## src/rtl/uart_transmit_pkg.sv

```systemverilog
// Shared UART definitions: transmitter state encoding and baud divisors at 25 MHz.
// The receiver imports the same package, so both ends agree on these values.
package uart_transmit_pkg;

  typedef enum logic [1:0] {
    IDLE  = 2'd0,
    START = 2'd1,
    DATA  = 2'd2,
    STOP  = 2'd3
  } tx_state_t;

  // Clock cycles per serial bit with a 25 MHz system clock.
  localparam int BAUD_115200 = 217;
  localparam int BAUD_9600   = 2604;

endpackage

```

## src/rtl/uart_transmit.sv

```systemverilog
// 8N1 UART transmitter: accepts a byte on a valid/ready handshake and shifts it
// out LSB first, framed by one start bit and one stop bit.
module uart_transmit
  import uart_transmit_pkg::*;
#(
  parameter int CYCLES_PER_BIT = BAUD_115200
) (
  input  logic       i_clk,
  input  logic       i_rst,
  input  logic [7:0] i_tx_byte,
  input  logic       i_tx_valid,
  output logic       o_tx_ready,
  output logic       o_serial_tx,
  output logic       o_tx_busy,
  output logic       o_tx_done
);

  localparam int CNT_W = (CYCLES_PER_BIT > 1) ? $clog2(CYCLES_PER_BIT) : 1;
  localparam logic [CNT_W-1:0] CNT_LAST = CNT_W'(CYCLES_PER_BIT - 1);
  // One cycle before the last stop cycle, so the registered pulse lands in it.
  localparam logic [CNT_W-1:0] CNT_DONE = CNT_W'(CYCLES_PER_BIT - 2);

  tx_state_t        state_r;
  logic [CNT_W-1:0] cnt_r;
  logic [2:0]       bit_idx_r;
  logic [7:0]       shift_r;
  logic             serial_r;
  logic             busy_r;
  logic             done_r;
  logic             bit_end_s;

  assign bit_end_s   = (cnt_r == CNT_LAST);
  assign o_tx_ready  = (state_r == IDLE);
  assign o_serial_tx = serial_r;
  assign o_tx_busy   = busy_r;
  assign o_tx_done   = done_r;

  // Frame sequencer: state, bit-period counter, data index, shifter and line outputs.
  always_ff @(posedge i_clk) begin
    if (i_rst) begin
      state_r   <= IDLE;
      cnt_r     <= '0;
      bit_idx_r <= 3'd0;
      shift_r   <= 8'd0;
      serial_r  <= 1'b1;
      busy_r    <= 1'b0;
      done_r    <= 1'b0;
    end else begin
      done_r <= 1'b0;
      case (state_r)
        IDLE: begin
          cnt_r     <= '0;
          bit_idx_r <= 3'd0;
          serial_r  <= 1'b1;
          busy_r    <= 1'b0;
          if (i_tx_valid) begin
            // Line drops together with the state change so START lasts a full bit.
            shift_r  <= i_tx_byte;
            serial_r <= 1'b0;
            busy_r   <= 1'b1;
            state_r  <= START;
          end else begin
            shift_r  <= shift_r;
          end
        end

        START: begin
          if (bit_end_s) begin
            cnt_r    <= '0;
            serial_r <= shift_r[0];
            state_r  <= DATA;
          end else begin
            cnt_r <= cnt_r + CNT_W'(1);
          end
        end

        DATA: begin
          if (bit_end_s) begin
            cnt_r     <= '0;
            bit_idx_r <= bit_idx_r + 3'd1;
            if (bit_idx_r == 3'd7) begin
              serial_r <= 1'b1;
              state_r  <= STOP;
            end else begin
              serial_r <= shift_r[1];
              shift_r  <= {1'b0, shift_r[7:1]};
            end
          end else begin
            cnt_r <= cnt_r + CNT_W'(1);
          end
        end

        STOP: begin
          if (bit_end_s) begin
            cnt_r   <= '0;
            busy_r  <= 1'b0;
            state_r <= IDLE;
          end else begin
            cnt_r  <= cnt_r + CNT_W'(1);
            done_r <= (cnt_r == CNT_DONE);
          end
        end

        default: begin
          cnt_r     <= '0;
          bit_idx_r <= 3'd0;
          serial_r  <= 1'b1;
          busy_r    <= 1'b0;
          state_r   <= IDLE;
        end
      endcase
    end
  end

endmodule

```

## config.mk

```make
export PLATFORM = sky130hd
export DESIGN_NAME = uart_transmit
export DESIGN_NICKNAME = d
export VERILOG_FILES = /design/src/rtl/uart_transmit_pkg.sv /design/src/rtl/uart_transmit.sv
export SDC_FILE = /design/constraint.sdc
export NUM_CORES = 1
export LEC_CHECK = 0
export ABC_AREA = 1
export BUFFER_PORTS_ARGS = -buffer_cell sky130_fd_sc_hd__buf_2
export CORE_MARGIN = 2
export CORE_UTILIZATION = 45
export DETAILED_ROUTE_END_ITERATION = 16
export PLACE_DENSITY_LB_ADDON = 0.1
export SLEW_MARGIN = 20
export SYNTH_ARGS = -nofsm -noshare
export SYNTH_HDL_FRONTEND = slang
export SYNTH_SLANG_ARGS = --single-unit
export TNS_END_PERCENT = 100
```

## constraint.sdc

```tcl
create_clock -name i_clk -period 2.05 [get_ports i_clk]
set_input_delay 0.1025 -clock i_clk [delete_from_list [all_inputs] [get_ports i_clk]]
set_output_delay 0.1025 -clock i_clk [all_outputs]
set_load 0.01 [all_outputs]
```

# ---- Yosys cells after proc, flatten, opt, wreduce, memory -nomap -nowiden
# Cells that the tools add are included.
# Widths: inputs -> output; s select.
dict set report totals {
  register_bits 24
  ram_bits 0
  rom_bits 0
  latch_bits 0
  n_memories 0
  wordCells 55
}
dict set report op_classes {
  muxes 22
  shift 0
  bitwise 1
  add_sub_neg 2
  multipliers 0
  div 0
  n_eq_ne 12
  n_lt_le_gt_ge 0
  n_reduce_logical 11
}
# op count
set ops {}
lappend ops {{$mux 8} 4}
lappend ops {{$pmux 8 s2} 2}
lappend ops {{$eq 8x8->1 const B} 2}
lappend ops {{$ne 2x2->1 const B} 6}
lappend ops {{$mux 2} 5}
lappend ops {{$add 8x1->8 const B} 1}
lappend ops {{$pmux 2 s4} 1}
lappend ops {{$mux 1} 6}
lappend ops {{$pmux 3 s2} 1}
lappend ops {{$reduce_or 3->1} 2}
lappend ops {{$reduce_and 5->1} 1}
lappend ops {{$eq 2x2->1 const B} 2}
lappend ops {{$reduce_and 2->1} 2}
lappend ops {{$reduce_and 4->1} 1}
lappend ops {{$reduce_bool 2->1} 2}
lappend ops {{$add 3x1->3 const B} 1}
lappend ops {{$eq 3x3->1 const B} 1}
lappend ops {{$mux 3} 1}
lappend ops {{$pmux 1 s3} 1}
lappend ops {{$reduce_and 3->1} 1}
lappend ops {{$reduce_bool 3->1} 1}
lappend ops {{$eq 2x1->1 const B} 1}
lappend ops {{$logic_not 2->1} 1}
lappend ops {{$pmux 1 s2} 1}
lappend ops {{$not 1->1} 1}

# ---- Logic depth before layout (Yosys ltp)
dict set report logic_depth {
  ltp_word 4
  mapped_depth 10
  mapped_depth_nobuf 10
}

# ---- Least setup slack after synthesis
# Ideal clock, no wire load.
dict set report synth_timing {
  path_type {register -> register}
  start {reg state_r[0]}
  end {reg shift_r[1]}
  stages_incl_launch_ff 9
  setup_ps 116
  n_path_buf 0
  period_less_slack_ps 1481
  setup_slack_ps 569
  arrival_time_ps 1365
  required_ps 1934
  path_cell_list {dfxtp_1 inv_1 ha_1 inv_1 nor2_1 nor3b_1 nand2_2 o21ai_0 nor2_1}
}
dict set report synth_between {
  elab_chain_cells 3
  elab_cells_between_ends 8
}
# item line_no
set synth_lines {}
lappend synth_lines {{start, declared} uart_transmit.sv:23} ;# tx_state_t state_r;
lappend synth_lines {{start signal, assigned} uart_transmit.sv:41} ;# state_r <= IDLE;
lappend synth_lines {{start signal, assigned} uart_transmit.sv:61} ;# state_r <= START;
lappend synth_lines {{start signal, assigned} uart_transmit.sv:71} ;# state_r <= DATA;
lappend synth_lines {{$logic_not 2->1 (*)} n/a}
lappend synth_lines {{net o_tx_ready} uart_transmit.sv:12} ;# output logic o_tx_ready,
lappend synth_lines {{$ne 2x2->1 (no line) / $reduce_bool 2->1 (equally long branches)} n/a}
lappend synth_lines {{$reduce_and 4->1 (no line)} n/a}
lappend synth_lines {{end signal, assigned} uart_transmit.sv:58} ;# shift_r <= i_tx_byte;
lappend synth_lines {{end signal, assigned} uart_transmit.sv:63} ;# shift_r <= shift_r;
lappend synth_lines {{end signal, assigned} uart_transmit.sv:86} ;# shift_r <= {1'b0, shift_r[7:1]};
lappend synth_lines {{end, declared} uart_transmit.sv:26} ;# logic [7:0] shift_r;
# Mark *: on every way through the listed nets, which the timed path passes. The rest lies on a longest branch.
# A chain may end at the register's enable or synchronous reset.

# ---- Worst setup path after layout
dict set report layout_timing {
  start {reg state_r[0]}
  end {reg shift_r[1]}
}
dict set report layout_between {
  elab_chain_cells 3
  elab_cells_between_ends 8
}
# item line_no
set layout_lines {}
lappend layout_lines {{$eq 2x2->1 / $logic_not 2->1 (equally long branches)} uart_transmit.sv:50} ;# case (state_r)
lappend layout_lines {{$ne 2x2->1 (no line) / $reduce_bool 2->1 (equally long branches)} n/a}
lappend layout_lines {{$reduce_and 4->1 (no line)} n/a}
# Parallel ways exist; a longest one is shown, timed or not.

==> run metrics <==
DR vias/cell=5.12; n_diodes=0; setup_tns=0 ns; synth unique cells=18; DRT Pass-1 Iters=6; Die Y=around 56 um; CP Capture Type=flip-flop; Num Clock Sinks=24; kind of critical path=flip-flop to flip-flop; antenna violations before repair=0; Post-CTS Setup Inserts=0; share of cells above drive strength 1=14.0%; die area=approximately 0.0031 mm2; first-pass GRT wire length=4140 um; worst hold path class=input pin to flip-flop; hold path endpoint=shift_r[7]$_SDFFE_PP0P_; total CTS buffers=3; Fin. Hold Viols=0; multiplexer area fraction after synthesis=0%; crit path DAT=roughly 2.0 ns; R2R Path End=shift_r[1]$_SDFFE_PP0P_; normalized max-slew margin=67.4%; register clock-pin slew on the reported worst setup and hold paths=0.13 ns; hold_ws=approximately 0.063 ns; Post-Syn Area=0.00121 mm2; R2R Setup Slk=0.23 ns; largest family of logic cells by synthesized area=simple AND/OR/NAND/NOR gates; Final Setup Violations=0; GRT Overall Usage=between 10% and 20%; largest net degree at the start of global routing=15; Worst Reg-to-Reg Cells=7; Synth Area in Compound Gates=9.13%; post-synthesis sequential area ratio=~40%; post-DP HPWL=~1900 um; PwrDens=1290 mW/mm2; # rows=18; H-tree levels=1; xor-xnor portion of the synthesized cell area=0%; CTS root buf=clkbuf_4; Pwr Total=0.00174 W; Hold Crit Depth=3; crit start category=flip-flop; Max Root-Sink Buffers=2; Area Growth Syn to Fin=12.0%; CTS tree=built; RSZ-0062 raised after global routing=no; status=completed; Initial Utilization=48.2%; total routed wirelength=2420 um; vias in the first global route=1,065; Post-Syn Nets=195; port buffer count=14; max capacitance violation total=0; detailed-route DRC error count=0; cells after synthesis=between 150 and 200; CP required=roughly 2.3 ns; RePlAce Congestion=0.811; adder-cell share of the synthesized area=8.30%; Fillers=264; critical-path maximum fanout=14; clock skew=0.00147 ns; die width=55.8 um; period utilization=88.8%; clk_lat worst skew=0.31 ns; Syn Area/Cell=6.85 um2; 1st-iter DRT viols=34; Synthesis Warnings=0; fin. max-slew vios=0; FF-to-FF Start=state_r[0]$_SDFFE_PP0P_; max frequency=between 0.5 and 0.6 GHz; crit path time final=~1.8 ns; total global routing overflow=0; Pleak=about 0.65 nW; Simple-Gate Fraction of Synth Area=around a third; vias=between 1,000 and 1,500; #FFs+latches synth=24; I/O pins=15; worst IR drop on VDD=just over 0.7 mV; Tightest Pin Transition=0.490 ns; CORE AREA=0.00250 mm2; Layout Nets=213; Routed WL per cell=10.9 um; Worst Min Path Start=i_tx_byte[7]; antenna-violating nets left=0
[routing by layer]
layer	global-route usage, %	up-vias	wire length [um]
met1	18.3	522	1110
met3	2.33	6	89
li1	-	595	-
met5	0	-	0
met4	7.32	0	34
met2	30.1	19	1190
[worst max-delay path by stage]
stage / start / endpoint
floorplan: state_r[0]$_SDFFE_PP0P_ / shift_r[1]$_SDFFE_PP0P_
global placement: state_r[0]$_SDFFE_PP0P_ / shift_r[3]$_SDFFE_PP0P_
detailed placement: state_r[0]$_SDFFE_PP0P_ / shift_r[1]$_SDFFE_PP0P_
CTS: state_r[0]$_SDFFE_PP0P_ / shift_r[1]$_SDFFE_PP0P_
global route: state_r[0]$_SDFFE_PP0P_ / shift_r[1]$_SDFFE_PP0P_
finish: state_r[0]$_SDFFE_PP0P_ / shift_r[1]$_SDFFE_PP0P_
[sequential cells by signal, indices dropped and copies added (netlist names)]
name,count
cnt_r,8
shift_r,8
bit_idx_r,3
state_r,2
o_serial_tx,1
o_tx_busy,1
o_tx_done,1
[metrics by stage]
stage,worst slack (ns),cell area [um2],std cells,utilization [%]
after floorplan,0.569,1210,176,-
after global placement,0.313,1310,218,52.2
after detailed placement,0.266,1310,218,52.2
after CTS,0.239,1350,223,54.1
after global routing,0.0796,1350,223,54.1
final,0.229,1350,223,54.1
[placed cells by master, fill, tap and decap left out]
cell            n
nand2_1        50
nor2_1         27
dfxtp_1        24
inv_1          20
buf_2          14
o21ai_0        13
a21oi_1         9
ha_1            8
nand4_1         6
inv_2           3
nand2_2         3
nor3b_1         3
nor3_1          3
clkbuf_4        3
nand3_2         2
or2_2           1
nand3_1         1
and3_1          1
clkbuf_8        1
dlygate4sd3_1   1
[logic make-up after synthesis]
kind of cell / count (synthesis)
compound gates: 22
fa+ha+maj: 8
buf+inv: 25
flops: 24
simple gates: 97
[worst max-delay path: stages, from the launching register on]
cell and delay (ns):
dfxtp_1 0.35, inv_1 0.10, ha_1 0.47, nor2_1 0.13, nor3b_1 0.25, nand2_2 0.15, o21ai_0 0.20, nor2_1 0.06
[area by class of cell]
type | count | area (um2) | area share, %
flip-flops and latches | 24 | 480 | 35.6
multi-input cells | 127 | 631 | 46.7
clock buffers | 4 | 36.3 | 2.69
repair buffers | 15 | 80.1 | 5.93
inverters | 23 | 86.3 | 6.39
well taps | 30 | 37.5 | 2.78
[what timing repair did]
| item | in CTS | in global routing |
|---|---|---|
| gates resized for setup | 0 | 0 |
| hold endpoints to repair | 3 | 0 |
| hold buffers | 1 | 0 |
[synth_stat cells, drive strengths merged]
cell type | n | area (um2)
a21oi | 9 | 45.0
and3 | 1 | 6.26
buf | 1 | 5.00
clkbuf | 1 | 3.75
dfxtp | 24 | 480
ha | 8 | 100
inv | 23 | 86.3
nand2 | 53 | 206
nand3 | 3 | 25.0
nand4 | 6 | 37.5
nor2 | 27 | 101
nor3 | 3 | 15.0
nor3b | 3 | 22.5
o21ai | 13 | 65.1
or2 | 1 | 6.26
[power breakdown]
group	internal (W)	total [W]	switching (W)
clock network	0.000109	0.000253	0.000145
registers	0.000582	0.000646	0.0000646
logic	0.000294	0.000841	0.000547
Note: power is estimated with default switching activity, not from simulation.
